### src/rtl/cci_mpf_csr_event_counter_bank.sv
// Event-counter bank: staged multi-bit increments, per-channel clear, atomic snapshot,
// sticky overflow and a two-stage MMIO read pipe.
module cci_mpf_csr_event_counter_bank #(
  parameter int N_EVENTS      = 8,
  parameter int INCR_WIDTH    = 2,
  parameter int COUNTER_WIDTH = 48,
  parameter int SATURATE      = 1,
  parameter int IDX_WIDTH     = 8
) (
  input  logic                           clk,
  input  logic                           reset_n,
  input  logic                           count_en,
  input  logic [N_EVENTS*INCR_WIDTH-1:0] events,
  input  logic [N_EVENTS-1:0]            clr_mask,
  input  logic                           snap_req,
  input  logic                           rd_req,
  input  logic [IDX_WIDTH-1:0]           rd_idx,
  input  logic                           rd_src,
  output logic                           rd_rsp_valid,
  output logic [IDX_WIDTH-1:0]           rd_rsp_idx,
  output logic [63:0]                    rd_rsp_data,
  output logic                           any_overflow
);

  logic [INCR_WIDTH-1:0]    r_inc_q    [N_EVENTS];
  logic [COUNTER_WIDTH-1:0] r_cnt      [N_EVENTS];
  logic [COUNTER_WIDTH-1:0] r_shadow   [N_EVENTS];
  logic [N_EVENTS-1:0]      r_ovf;
  logic [N_EVENTS-1:0]      r_shadow_ovf;
  logic [COUNTER_WIDTH:0]   w_sum      [N_EVENTS];

  logic                     r_rd_v1;
  logic [IDX_WIDTH-1:0]     r_rd_idx1;
  logic                     r_rd_src1;
  logic [63:0]              w_rd_data;

  always_comb begin
    for (int i = 0; i < N_EVENTS; i++) begin
      w_sum[i] = {1'b0, r_cnt[i]} + {{(COUNTER_WIDTH+1-INCR_WIDTH){1'b0}}, r_inc_q[i]};
    end
  end

  // Snapshot samples pre-update values, so a same-cycle clear yields read-and-clear.
  always_ff @(posedge clk or negedge reset_n) begin
    if (!reset_n) begin
      for (int i = 0; i < N_EVENTS; i++) begin
        r_inc_q[i]  <= '0;
        r_cnt[i]    <= '0;
        r_shadow[i] <= '0;
      end
      r_ovf        <= '0;
      r_shadow_ovf <= '0;
    end else begin
      for (int i = 0; i < N_EVENTS; i++) begin
        if (snap_req) begin
          r_shadow[i]     <= r_cnt[i];
          r_shadow_ovf[i] <= r_ovf[i];
        end
        if (clr_mask[i]) begin
          r_inc_q[i] <= '0;
          r_cnt[i]   <= '0;
          r_ovf[i]   <= 1'b0;
        end else begin
          r_inc_q[i] <= count_en ? events[i*INCR_WIDTH +: INCR_WIDTH] : '0;
          if (w_sum[i][COUNTER_WIDTH]) begin
            r_ovf[i] <= 1'b1;
            r_cnt[i] <= (SATURATE != 0) ? {COUNTER_WIDTH{1'b1}} : w_sum[i][COUNTER_WIDTH-1:0];
          end else begin
            r_cnt[i] <= w_sum[i][COUNTER_WIDTH-1:0];
          end
        end
      end
    end
  end

  // Out-of-range indices match no channel and read back as zero.
  always_comb begin
    w_rd_data = '0;
    for (int i = 0; i < N_EVENTS; i++) begin
      if (r_rd_idx1 == IDX_WIDTH'(i)) begin
        if (r_rd_src1) begin
          w_rd_data[63]                = r_shadow_ovf[i];
          w_rd_data[COUNTER_WIDTH-1:0] = r_shadow[i];
        end else begin
          w_rd_data[63]                = r_ovf[i];
          w_rd_data[COUNTER_WIDTH-1:0] = r_cnt[i];
        end
      end
    end
  end

  always_ff @(posedge clk or negedge reset_n) begin
    if (!reset_n) begin
      r_rd_v1      <= 1'b0;
      r_rd_idx1    <= '0;
      r_rd_src1    <= 1'b0;
      rd_rsp_valid <= 1'b0;
      rd_rsp_idx   <= '0;
      rd_rsp_data  <= '0;
      any_overflow <= 1'b0;
    end else begin
      r_rd_v1      <= rd_req;
      r_rd_idx1    <= rd_idx;
      r_rd_src1    <= rd_src;
      rd_rsp_valid <= r_rd_v1;
      if (r_rd_v1) begin
        rd_rsp_idx  <= r_rd_idx1;
        rd_rsp_data <= w_rd_data;
      end
      any_overflow <= |r_ovf;
    end
  end

endmodule

### config.mk
export PLATFORM = sky130hd
export DESIGN_NAME = cci_mpf_csr_event_counter_bank
export DESIGN_NICKNAME = d
export VERILOG_FILES = /design/src/rtl/cci_mpf_csr_event_counter_bank.sv
export SDC_FILE = /design/constraint.sdc
export NUM_CORES = 2
export LEC_CHECK = 0
export BUFFER_PORTS_ARGS = -buffer_cell sky130_fd_sc_hd__buf_2
export CORE_MARGIN = 10
export CORE_UTILIZATION = 31
export DETAILED_ROUTE_END_ITERATION = 6
export PLACE_DENSITY_LB_ADDON = 0.12
export SKIP_CTS_REPAIR_TIMING = 1
export SLEW_MARGIN = 20
export SYNTH_ARGS = -nofsm -noshare
export SYNTH_HDL_FRONTEND = slang
export SYNTH_SLANG_ARGS = --single-unit
export TNS_END_PERCENT = 50
### constraint.sdc
create_clock -name clk -period 4.03 [get_ports clk]
set_input_delay 0.403 -clock clk [delete_from_list [all_inputs] [get_ports clk]]
set_output_delay 0.403 -clock clk [all_outputs]
set_load 0.1 [all_outputs]
==> metrics.txt <==
Ports=112; clock latency on the worst-skew pair=0.75 ns; TritonCTS buffer count=about 110; outcome=complete, no violations; Top FF cell, synth=dfrtp_1; Worst Skew=0.0579 ns; Max Root-Sink Buffers=3; vias in the first global route=31600; final core utilization=35.8%; root buf cell=clkbuf_16; Power Density=396 nW/µm²; Cells after Synth=4184; Worst-path clk slew=0.06 ns; sequential area share after synthesis=48.7%; Area contributors post-synth=dfrtp_1, mux2_2, mux2i_1; Initial Utilization=a little under a third; critical path endpoint category=flip-flop; worst relative slew slack=28.5%; Nets=4268; Hold Path Stages=2; vias=32600; gr usage total=between 10% and 20%; DRT Pass-1 Iters=6; flop2flop setup slack=between 0.7 and 0.8 ns; Worst Path Arrival=about 3.9 ns; core box area=143000 µm²; # port buffers=96; FF-to-FF path depth=7; R2R Path Start=r_cnt[349]; fin crit share=about 81%; Die Area=160000 µm²; CTS tree=built; setup_tns=0 ns; Placer Congestion=~0.8; area leader, netlist=dfrtp_1; Synth warnings=0; worst min path class=primary input to flip-flop; top cell type's share of synthesized area=about half; synth unique cells=65; Final Max Slew Viols=0; worst vdd ir=0.000319 V; Mean Syn Cell Area=10.7 µm²; Final Critical Period=3.25 ns; Worst-Margin Slew=1.07 ns; H-tree lvl count=3; RR Endpoint=r_cnt[366]; final wirelength=146000 µm; worst-path maximum fanout=40; DRC viols=0; Die W=399 µm; area grow syn2layout=14.8%; Post-synth top cells=dfrtp_1, mux2_2, a21oi_1, clkbuf_1, mux2i_1; # fillers=about 14000; Cell Rows=139; clk sinks=869; most frequent cell after synthesis=dfrtp_1; gr ovfl total=0; synthesis-stage register bit count=869; first-pass GRT wire length=218000 µm; CP Launch Type=flip-flop; max-cap violations=0; crit path from=r_cnt[349]; EDFF count, synth=0; WS Path Type=flip-flop to flip-flop; Setup Viol. Count Final=0; WP data required=between 4 and 5 ns; vias per cell=approximately 5.3; cell area after synthesis=44600 µm²; Fin. Hold Viols=0; Achievable Freq=slightly above 300 MHz; asr flop ratio synth=100%; Leakage=roughly 22 nW; RSZ-0062 raised after global routing=false; DR iter-0 viols=2072; Post-DP HPWL=101000 µm; min-delay src=events[2]; Routed wire per std cell=between 20 and 25 µm; Hold EP=r_inc_q[12]; share of post-route cells with drive strength above 1=20.0%; largest net degree at the start of global routing=91; initial antenna violation count=9; Die Y=approximately 400 µm; Routed Antenna Nets=0
## final cells by class
| type | instances | area [µm²] | area share (%) |
|---|---|---|---|
| diodes | 6 | 15.0 | 0.0293 |
| clock buffers | 158 | 3160 | 6.16 |
| clock inverters | 38 | 454 | 0.886 |
| inverters | 66 | 248 | 0.483 |
| multi-input cells | 2938 | 21400 | 41.8 |
| flip-flops and latches | 869 | 21800 | 42.4 |
| well taps | 1903 | 2380 | 4.65 |
| repair buffers | 226 | 1810 | 3.53 |
## cell families after synthesis
kind of cell             count (synthesis)  synth area share (%)
other                                    1               0.00840
adder cells (fa/ha/maj)                 24                 0.807
XOR/XNOR                               306                  6.00
AO/OA/AOI/OAI                          936                  12.4
multiplexers                           684                  16.8
buffers and inverters                  391                  3.45
flip-flops                             869                  48.7
AND/OR/NAND/NOR                        973                  11.8
## placed cells by master (no fill, tap or decap), types with 16 or more instances in the layout
cell,count
dfrtp_1,865
mux2_2,442
a21oi_1,407
mux2i_1,233
nand2_1,202
xor2_1,193
nand3_1,136
o22ai_1,134
nor2_1,131
o21ai_0,127
xnor2_1,113
clkbuf_16,105
a211oi_1,102
and3_1,101
nor2b_1,94
buf_2,94
buf_4,85
nand4_1,81
inv_1,65
nor3_1,62
a21boi_0,47
and4_1,42
o31ai_1,39
clkbuf_8,33
nor4_1,24
a31oi_1,24
dlygate4sd3_1,23
clkinv_2,22
buf_12,22
and2_1,20
clkbuf_1,20
ha_1,16
## worst max-delay path by stage
stage	end	slack, ns	cells past startpoint
finish	r_cnt[366]	0.78	7
global route	r_cnt[29]	0.53	9
CTS	rd_rsp_data[34]	0.73	6
detailed placement	rd_rsp_data[34]	0.75	6
global placement	r_cnt[29]	0.77	9
floorplan	r_cnt[1]	1.11	9
## per-layer routing
layer / vias up / routed length (µm) / GRT usage, % / share of wire (%)
met2: 696 / 63400 / 26.7 / 43
met4: 2 / 4510 / 6.01 / 3.1
li1: 15200 / - / - / -
met3: 163 / 6930 / 2.27 / 4.7
met5: - / 7 / 0 / 0.0048
met1: 16500 / 71000 / 26.6 / 49
## where the power goes
group | internal, mW | switching (mW)
Combinational | 0.353 | 1.13
Sequential | 8.81 | 0.107
Clock | 5.85 | 4.04
## critical path, cell delays in order, from the launching register on
cell,delay [ns]
dfrtp_1,0.45
nand4_1,0.19
or4_1,0.69
or3_1,0.53
nor3_4,0.41
nand4_2,0.22
buf_4,0.34
a211oi_1,0.26
## state kept, by name (all words and copies together) (netlist names)
register      count
r_cnt           384
r_shadow        384
rd_rsp_data      49
r_inc_q          16
r_ovf             8
r_rd_idx1         8
r_shadow_ovf      8
rd_rsp_idx        8
any_overflow      1
r_rd_src1         1
r_rd_v1           1
rd_rsp_valid      1
## metrics by stage
stage	instance area, µm²	worst slack [ns]	hold WS, ns	std cells	total power, mW
finish	51300	0.777	0.0359	6204	20.3
global route	51200	0.535	0.0155	6198	21.1
CTS	51000	0.726	-0.324	6175	20.6
detailed placement	47400	0.753	0.487	5979	10.6
global placement	47400	0.774	0.483	5979	10.6
floorplan	44700	1.11	0.107	4198	9.96
Power figures use the tool's default switching activity.
